`src/rtl/acq_window_ctrl_if.sv`:
```
`default_nettype none
// ============================================================================
// Module      : acq_window_ctrl_if
// Description : Signal bundle between the acquisition window controller and
//               its surroundings (timebase, trigger, readout, capture RAM).
//               master : the side that drives the controls and observes status
//               slave  : the acquisition window controller itself
//               Inputs to controller : tick_in, arm, abort, trig, decim,
//                                      pre_len, total_len (+ auto_to)
//               Outputs from controller : sample_en, wr_addr, trig_addr,
//                                      busy, done (+ auto_fired)
//               Optional macro AUTO_TRIG_EN adds auto_to / auto_fired.
// Revision    : 1.0 - initial release
// ============================================================================
interface acq_window_ctrl_if #(
  parameter int DEC_W  = 16,
  parameter int ADDR_W = 12
);
  logic              tick_in;
  logic              arm;
  logic              abort;
  logic              trig;
  logic [DEC_W-1:0]  decim;
  logic [ADDR_W-1:0] pre_len;
  logic [ADDR_W-1:0] total_len;
  logic              sample_en;
  logic [ADDR_W-1:0] wr_addr;
  logic [ADDR_W-1:0] trig_addr;
  logic              busy;
  logic              done;
`ifdef AUTO_TRIG_EN
  logic [15:0]       auto_to;
  logic              auto_fired;
`endif

  modport master (
    output tick_in, arm, abort, trig, decim, pre_len, total_len,
`ifdef AUTO_TRIG_EN
    output auto_to,
    input  auto_fired,
`endif
    input  sample_en, wr_addr, trig_addr, busy, done
  );

  modport slave (
    input  tick_in, arm, abort, trig, decim, pre_len, total_len,
`ifdef AUTO_TRIG_EN
    input  auto_to,
    output auto_fired,
`endif
    output sample_en, wr_addr, trig_addr, busy, done
  );
endinterface
`default_nettype wire

```
`src/rtl/acq_window_ctrl.sv`:
```
`default_nettype none
// ============================================================================
// Module      : acq_window_ctrl
// Description : Acquisition window controller. Decimates the divided timebase
//               tick into single-cycle capture-RAM write strobes, generates
//               circular write addresses and sequences a pre-trigger /
//               post-trigger window, reporting the trigger sample address.
// Ports       : clkin   - system clock
//               cnt_clr - asynchronous active-low reset
//               bus     - acq_window_ctrl_if.slave (controls in, status out)
// Options     : AUTO_TRIG_EN - forced trigger after auto_to WAIT_TRIG samples
// Revision    : 1.0 - initial release
// ============================================================================
module acq_window_ctrl #(
  parameter int DEC_W  = 16,
  parameter int ADDR_W = 12
) (
  input  wire logic         clkin,
  input  wire logic         cnt_clr,
  acq_window_ctrl_if.slave  bus
);

  localparam logic [2:0] S_IDLE = 3'd0;
  localparam logic [2:0] S_PRE  = 3'd1;
  localparam logic [2:0] S_WAIT = 3'd2;
  localparam logic [2:0] S_POST = 3'd3;
  localparam logic [2:0] S_DONE = 3'd4;

  localparam logic [ADDR_W-1:0] C_ONE = {{(ADDR_W-1){1'b0}}, 1'b1};

  logic [2:0]        r_state;
  logic [2:0]        w_state_nxt;

  logic              r_tick_d;
  logic              r_trig_d;
  logic [DEC_W-1:0]  r_dec_cnt;
  logic [DEC_W-1:0]  r_decim;
  logic [ADDR_W-1:0] r_pre_len;
  logic [ADDR_W-1:0] r_post_len;
  logic [ADDR_W-1:0] r_smp_cnt;
  logic [ADDR_W-1:0] r_post_cnt;
  logic              r_sample_en;
  logic [ADDR_W-1:0] r_wr_addr;
  logic [ADDR_W-1:0] r_trig_addr;
  logic              r_trig_pend;

  logic              w_busy_st;
  logic              w_tick_ev;
  logic              w_trig_ev;
  logic              w_arm_go;
  logic              w_take;
  logic              w_real_trig;
  logic              w_force;
  logic              w_trig_hit;
  logic              w_pre_last;
  logic              w_post_last;
  logic [ADDR_W-1:0] w_post_len_in;

  assign w_busy_st = (r_state == S_PRE) || (r_state == S_WAIT) || (r_state == S_POST);
  assign w_tick_ev = bus.tick_in & ~r_tick_d;
  assign w_trig_ev = bus.trig & ~r_trig_d;

  // Arm only restarts from a quiescent state, and abort always wins.
  assign w_arm_go  = bus.arm & ~bus.abort & ((r_state == S_IDLE) || (r_state == S_DONE));

  // Sample decision is made in the tick-event cycle; strobe follows one cycle later.
  assign w_take    = w_busy_st & ~bus.abort & w_tick_ev & (r_dec_cnt == r_decim);

  // A trig edge arriving during the strobe cycle still claims that sample.
  assign w_real_trig = r_trig_pend | w_trig_ev;
  assign w_trig_hit  = (r_state == S_WAIT) & r_sample_en & ~bus.abort & (w_real_trig | w_force);
  assign w_pre_last  = (r_state == S_PRE) & r_sample_en & (r_smp_cnt == (r_pre_len - C_ONE));
  assign w_post_last = (r_state == S_POST) & r_sample_en & (r_post_cnt == C_ONE);

  // The trigger sample itself is always captured, so post length never drops below 1.
  assign w_post_len_in = (bus.total_len <= bus.pre_len) ? C_ONE : (bus.total_len - bus.pre_len);

`ifdef AUTO_TRIG_EN
  logic [15:0] r_auto_cnt;
  logic        r_auto_fired;

  assign w_force = (bus.auto_to != 16'd0) && (r_auto_cnt == bus.auto_to);

  always_ff @(posedge clkin or negedge cnt_clr) begin
    if (!cnt_clr) begin
      r_auto_cnt   <= 16'd0;
      r_auto_fired <= 1'b0;
    end else if (w_arm_go) begin
      r_auto_cnt   <= 16'd0;
      r_auto_fired <= 1'b0;
    end else begin
      if ((r_state == S_WAIT) && r_sample_en && !w_trig_hit && !bus.abort
          && (r_auto_cnt != 16'hFFFF))
        r_auto_cnt <= r_auto_cnt + 16'd1;
      if (w_trig_hit && !w_real_trig)
        r_auto_fired <= 1'b1;
    end
  end
`else
  assign w_force = 1'b0;
`endif

  // State register
  always_ff @(posedge clkin or negedge cnt_clr) begin
    if (!cnt_clr) r_state <= S_IDLE;
    else          r_state <= w_state_nxt;
  end

  // Next-state logic
  always_comb begin
    w_state_nxt = r_state;
    case (r_state)
      S_IDLE, S_DONE: begin
        if (w_arm_go) w_state_nxt = (bus.pre_len == '0) ? S_WAIT : S_PRE;
      end
      S_PRE: begin
        if (bus.abort)       w_state_nxt = S_IDLE;
        else if (w_pre_last) w_state_nxt = S_WAIT;
      end
      S_WAIT: begin
        if (bus.abort)       w_state_nxt = S_IDLE;
        else if (w_trig_hit) w_state_nxt = (r_post_len == C_ONE) ? S_DONE : S_POST;
      end
      S_POST: begin
        if (bus.abort)        w_state_nxt = S_IDLE;
        else if (w_post_last) w_state_nxt = S_DONE;
      end
      default: w_state_nxt = S_IDLE;
    endcase
  end

  // Outputs
  always_comb begin
    bus.busy      = w_busy_st;
    bus.done      = (r_state == S_DONE);
    bus.sample_en = r_sample_en;
    bus.wr_addr   = r_wr_addr;
    bus.trig_addr = r_trig_addr;
`ifdef AUTO_TRIG_EN
    bus.auto_fired = r_auto_fired;
`endif
  end

  // Datapath
  always_ff @(posedge clkin or negedge cnt_clr) begin
    if (!cnt_clr) begin
      r_tick_d    <= 1'b0;
      r_trig_d    <= 1'b0;
      r_dec_cnt   <= '0;
      r_decim     <= '0;
      r_pre_len   <= '0;
      r_post_len  <= '0;
      r_smp_cnt   <= '0;
      r_post_cnt  <= '0;
      r_sample_en <= 1'b0;
      r_wr_addr   <= '0;
      r_trig_addr <= '0;
      r_trig_pend <= 1'b0;
    end else begin
      r_tick_d    <= bus.tick_in;
      r_trig_d    <= bus.trig;
      r_sample_en <= w_take;

      // Address advances after the strobe that wrote it; wraps naturally.
      if (r_sample_en) r_wr_addr <= r_wr_addr + C_ONE;

      if (w_arm_go) begin
        r_dec_cnt  <= '0;
        r_smp_cnt  <= '0;
        r_decim    <= bus.decim;
        r_pre_len  <= bus.pre_len;
        r_post_len <= w_post_len_in;
      end else begin
        if (w_busy_st && w_tick_ev && !bus.abort)
          r_dec_cnt <= (r_dec_cnt == r_decim) ? '0 : (r_dec_cnt + 1'b1);
        if ((r_state == S_PRE) && r_sample_en)
          r_smp_cnt <= r_smp_cnt + C_ONE;
      end

      if (w_arm_go || bus.abort || w_trig_hit)
        r_trig_pend <= 1'b0;
      else if ((r_state == S_WAIT) && w_trig_ev)
        r_trig_pend <= 1'b1;

      if (w_trig_hit) begin
        r_trig_addr <= r_wr_addr;
        r_post_cnt  <= r_post_len - C_ONE;
      end else if ((r_state == S_POST) && r_sample_en && !bus.abort) begin
        r_post_cnt  <= r_post_cnt - C_ONE;
      end
    end
  end

endmodule
`default_nettype wire

```
`src/flat_wrapper.sv`:
```
// flat-port wrapper written by rule: the top's interface ports become plain ports
module acq_window_ctrl_flat 
#(
  parameter int DEC_W  = 16,
  parameter int ADDR_W = 12
)
  (clkin, cnt_clr, bus_tick_in, bus_arm, bus_abort, bus_trig, bus_decim, bus_pre_len, bus_total_len, bus_sample_en, bus_wr_addr, bus_trig_addr, bus_busy, bus_done);
  acq_window_ctrl_if #(.DEC_W(DEC_W), .ADDR_W(ADDR_W)) bus_i ();
  input  wire logic clkin;
  input  wire logic cnt_clr;
  input wire logic [$bits(bus_i.tick_in)-1:0] bus_tick_in;
  input wire logic [$bits(bus_i.arm)-1:0] bus_arm;
  input wire logic [$bits(bus_i.abort)-1:0] bus_abort;
  input wire logic [$bits(bus_i.trig)-1:0] bus_trig;
  input wire logic [$bits(bus_i.decim)-1:0] bus_decim;
  input wire logic [$bits(bus_i.pre_len)-1:0] bus_pre_len;
  input wire logic [$bits(bus_i.total_len)-1:0] bus_total_len;
  output wire logic [$bits(bus_i.sample_en)-1:0] bus_sample_en;
  output wire logic [$bits(bus_i.wr_addr)-1:0] bus_wr_addr;
  output wire logic [$bits(bus_i.trig_addr)-1:0] bus_trig_addr;
  output wire logic [$bits(bus_i.busy)-1:0] bus_busy;
  output wire logic [$bits(bus_i.done)-1:0] bus_done;
  assign bus_i.tick_in = bus_tick_in;
  assign bus_i.arm = bus_arm;
  assign bus_i.abort = bus_abort;
  assign bus_i.trig = bus_trig;
  assign bus_i.decim = bus_decim;
  assign bus_i.pre_len = bus_pre_len;
  assign bus_i.total_len = bus_total_len;
  assign bus_sample_en = bus_i.sample_en;
  assign bus_wr_addr = bus_i.wr_addr;
  assign bus_trig_addr = bus_i.trig_addr;
  assign bus_busy = bus_i.busy;
  assign bus_done = bus_i.done;
  acq_window_ctrl #(.DEC_W(DEC_W), .ADDR_W(ADDR_W)) u_core (.clkin(clkin), .cnt_clr(cnt_clr), .bus(bus_i));
endmodule
```
`config.mk`:
```
export PLATFORM = sky130hd
export DESIGN_NAME = acq_window_ctrl_flat
export DESIGN_NICKNAME = d
export VERILOG_FILES = /design/src/rtl/acq_window_ctrl_if.sv /design/src/rtl/acq_window_ctrl.sv /design/src/flat_wrapper.sv
export SDC_FILE = /design/constraint.sdc
export NUM_CORES = 1
export LEC_CHECK = 0
export CORE_AREA = 2 2 112 114
export CTS_BUF_LIST = sky130_fd_sc_hd__clkbuf_4
export DETAILED_ROUTE_END_ITERATION = 10
export DIE_AREA = 0 0 114 116
export PLACE_DENSITY = 0.9
export SLEW_MARGIN = 20
export SYNTH_ARGS = -nofsm -noshare
export SYNTH_HDL_FRONTEND = slang
export SYNTH_SLANG_ARGS = --single-unit
```
`constraint.sdc`:
```
create_clock -name clkin -period 1.9 [get_ports clkin]
set_input_delay 0.38 -clock clkin [delete_from_list [all_inputs] [get_ports clkin]]
set_output_delay 0.38 -clock clkin [all_outputs]
set_load 0.01 [all_outputs]
```
==> impl_metrics.yaml <==
timing:
  hold_viol: 0
  period_share_pct: 111.3
  setup_ws_ps: -214.8
  tightest_slew_ps: 522.6
  whs_ps: 201.1
  fmax_ghz: 0.4729
  maxSlewHeadroom_pct: 65.16
  setup_viol_count_final: 28
  slew_violations: 0
  grt_setup_unrepaired: "yes"
  fin_crit_ps: 2115
  finClkSkew_ps: 36.29
finish:
  fill_cells: 729
  drive_above_1_share_pct: 35.31
  fin_area_sq_um: 9070
  area_growth_pct: 46.18
  n_antenna_cell: 0
  fin_util_pct: 76.15
  layout_commonest_cell: "buf_4"
  final_cell_mix: "151 x buf_4, 105 x nand2_1, 105 x dfrtp_1"
  final_net_count: 971
detailed_routing:
  vias: 6151
  totalWireLength_microns: 19330
  first_pass_iters: 7
  drtAntennaViolNets: 0
  drt_iter0_markers: 481
  drc: 0
  viasPerCell: 5.825
  routedWlPerCell_microns: 18.31
synthesis:
  ys_seq_elements: 111
  synth.area.top_cells: "dfrtp_1 45%, xnor2_1 7.1%, nand2_1 6.7%"
  synth_warnings: 0
  ys_seq_area_share_pct: 44.77
  synth_area_leader_cell: "dfrtp_1"
  netlist.area_leader.share_pct: 44.77
  synthArstFlopShare_pct: 100.0
  synth_flop_cell: "dfrtp_1"
  avgSynthCellArea_sq_um: 9.206
  synth_area_sq_um: 6205
  synthCells: 674
  synth-edff-count: 0
  synthesis.nets: 741
  synth_cell_types: 60
run:
  maxCapViolCount: 0
clock_tree:
  cts_tree: "built"
  clock_latency_ps: 530
  clk_pin_slew_worst_paths_ps: 200
  numCtsBuffers: 9
  cts-htree-levels: 3
  root_buffer: "clkbuf_4"
  clock-sinks: 111
  clockBufferDepth: 2
floorplanning:
  dieArea_sq_um: 13220
  core_sq_um: 11910
  initial_utilization_pct: 52.09
  num_rows: 40
  io-pin-count: 73
  die_y_microns: 116
  dieWidth_microns: 114
grt:
  grt_start_max_net_pins: 40
  grt_pass1_wl_microns: 27800
  antenna_found_initial: 0
  grt_use_total_pct: 26.42
  grt_pass1_vias: 5951
  grt-ovfl-total: 0
power:
  p_leak_nw: 4.179
  fin_total_pwr_mw: 8.422
  vdd_drop_max_mv: 0.5497
  power.density_nw_per_um2: 928.5
worst_setup_path:
  crit_path_max_fanout: 5
  crit_arrival_ps: 2540
  crit_type: "flip-flop to flip-flop"
  end_kind: "flip-flop"
  cp-start-kind: "flip-flop"
  crit_required_ps: 2330
placement:
  place_area_sq_um: 8041
  place_ws_ps: -1081
  numPortBuffers: 72
  hpwl_microns: 11820
  gp_congestion: 0.9186
outcome:
  violations: "setup timing"
  status: "finished with violations"
worst_hold_path:
  hold_class: "input port to flip-flop"
[repair_timing]
item | CTS | global route
pin swaps | 22 | 55
hold endpoints to repair | 34 | 0
setup endpoints to repair | 42 | 68
cloned | 2 | 0
gates resized for setup | 73 | 122
buffers inserted | 18 | 21
hold buffers | 1 | 0
[state kept, by name, summed over array words and instances, names as in the netlist]
| signal | cells |
|---|---|
| u_core.r_dec_cnt | 16 |
| u_core.r_state | 3 |
| u_core.bus.sample_en | 1 |
| u_core.r_trig_pend | 1 |
| u_core.r_smp_cnt | 12 |
| u_core.r_decim | 16 |
| u_core.r_post_cnt | 12 |
| u_core.r_post_len | 12 |
| u_core.r_trig_d | 1 |
| u_core.bus.trig_addr | 12 |
| u_core.bus.wr_addr | 12 |
| u_core.r_pre_len | 12 |
| u_core.r_tick_d | 1 |
[per-layer routing]
layer	GRT usage (%)	wire length (microns)	share of wire [%]
met2	45.60	9734	50
met3	4.812	1090	5.6
met5	0	0	0
met4	10.33	731	3.8
met1	33.18	7779	40
[logic make-up (layout without fill, tap and decap cells)]
group,Yosys count,in the layout,synth area share [%]
adders and majority gates,21,21,4.356
AOI/OAI and AO/OA,124,124,12.34
muxes,16,16,2.863
xor gates and xnor gates,75,75,10.59
and+or+nand+nor,278,278,22.00
DFF,111,111,44.77
buffers and inverters,49,284,3.085
[path summary, 6_finish.rpt]
check	startpoint	endpoint	slack, ps	depth (start not counted)
max	u_core.r_dec_cnt[0]	u_core.r_dec_cnt[14]	-210	8
min	bus_pre_len[1]	u_core.r_pre_len[1]	200	4
max reg2reg	u_core.r_dec_cnt[0]	u_core.r_dec_cnt[14]	-210	8
min reg2reg	u_core.r_decim[8]	u_core.r_decim[8]	530	2
max in group asynchronous	cnt_clr	u_core.r_decim[9]	900	3
min in group asynchronous	cnt_clr	u_core.r_dec_cnt[14]	330	2
[layout make-up]
cell class,count,area [sq um],share of cell area (%)
flip-flops and latches,111,2785,30.71
clock inverters,7,40.04,0.4414
inverters,28,117.6,1.297
multi-input cells,514,3817,42.09
repair buffers,240,2058,22.69
clock buffers,9,67.56,0.7449
well taps,147,183.9,2.028
[report_power, final]
part / switching (mW) / internal, mW / leakage (nW)
combinational: 1.99 / 2.02 / 2.65
sequential: 0.493 / 2.82 / 1.47
clock: 0.836 / 0.256 / 0.0544
total: 3.32 / 5.10 / 4.18
[synthesized netlist by cell type (2+ instances only)]
library cell,instances
nor2_1,44
inv_1,28
nor2_2,2
nand4b_1,2
a21oi_1,27
o211ai_1,3
or4_1,2
a32o_1,2
xor2_1,25
mux2i_1,2
a22oi_1,3
o21ai_0,46
ha_1,20
dfrtp_1,111
nor3_1,17
a22o_1,8
o21bai_1,2
nor3b_1,2
or3_1,7
buf_2,3
and2_1,3
nor2b_1,11
nand2_1,111
mux2_2,14
a2111oi_0,2
a31oi_1,3
xnor2_1,50
nor4_1,11
a21o_1,2
nand2b_1,5
nand3_1,22
and3_1,14
o41ai_1,2
nand4_1,10
o21ai_1,4
o31ai_1,11
or2_1,2
nor4b_1,3
clkbuf_1,17
[through the flow]
step,TNS [ps],std cells
final,-1655,1056
after global routing,-5940,1056
after global placement,-17300,998
after detailed placement,-20580,998
after CTS,-369.7,1035
after floorplan,-2311,674
[worst max-delay path: stages (launching register included)]
cell,delay [ps]
dfrtp_2,510
ha_2,230
and3_1,190
and3_1,200
and3_4,220
and3_4,250
a21oi_2,80
o21ai_1,220
o41ai_2,120
No activity file was read; power rests on OpenSTA's default activity.
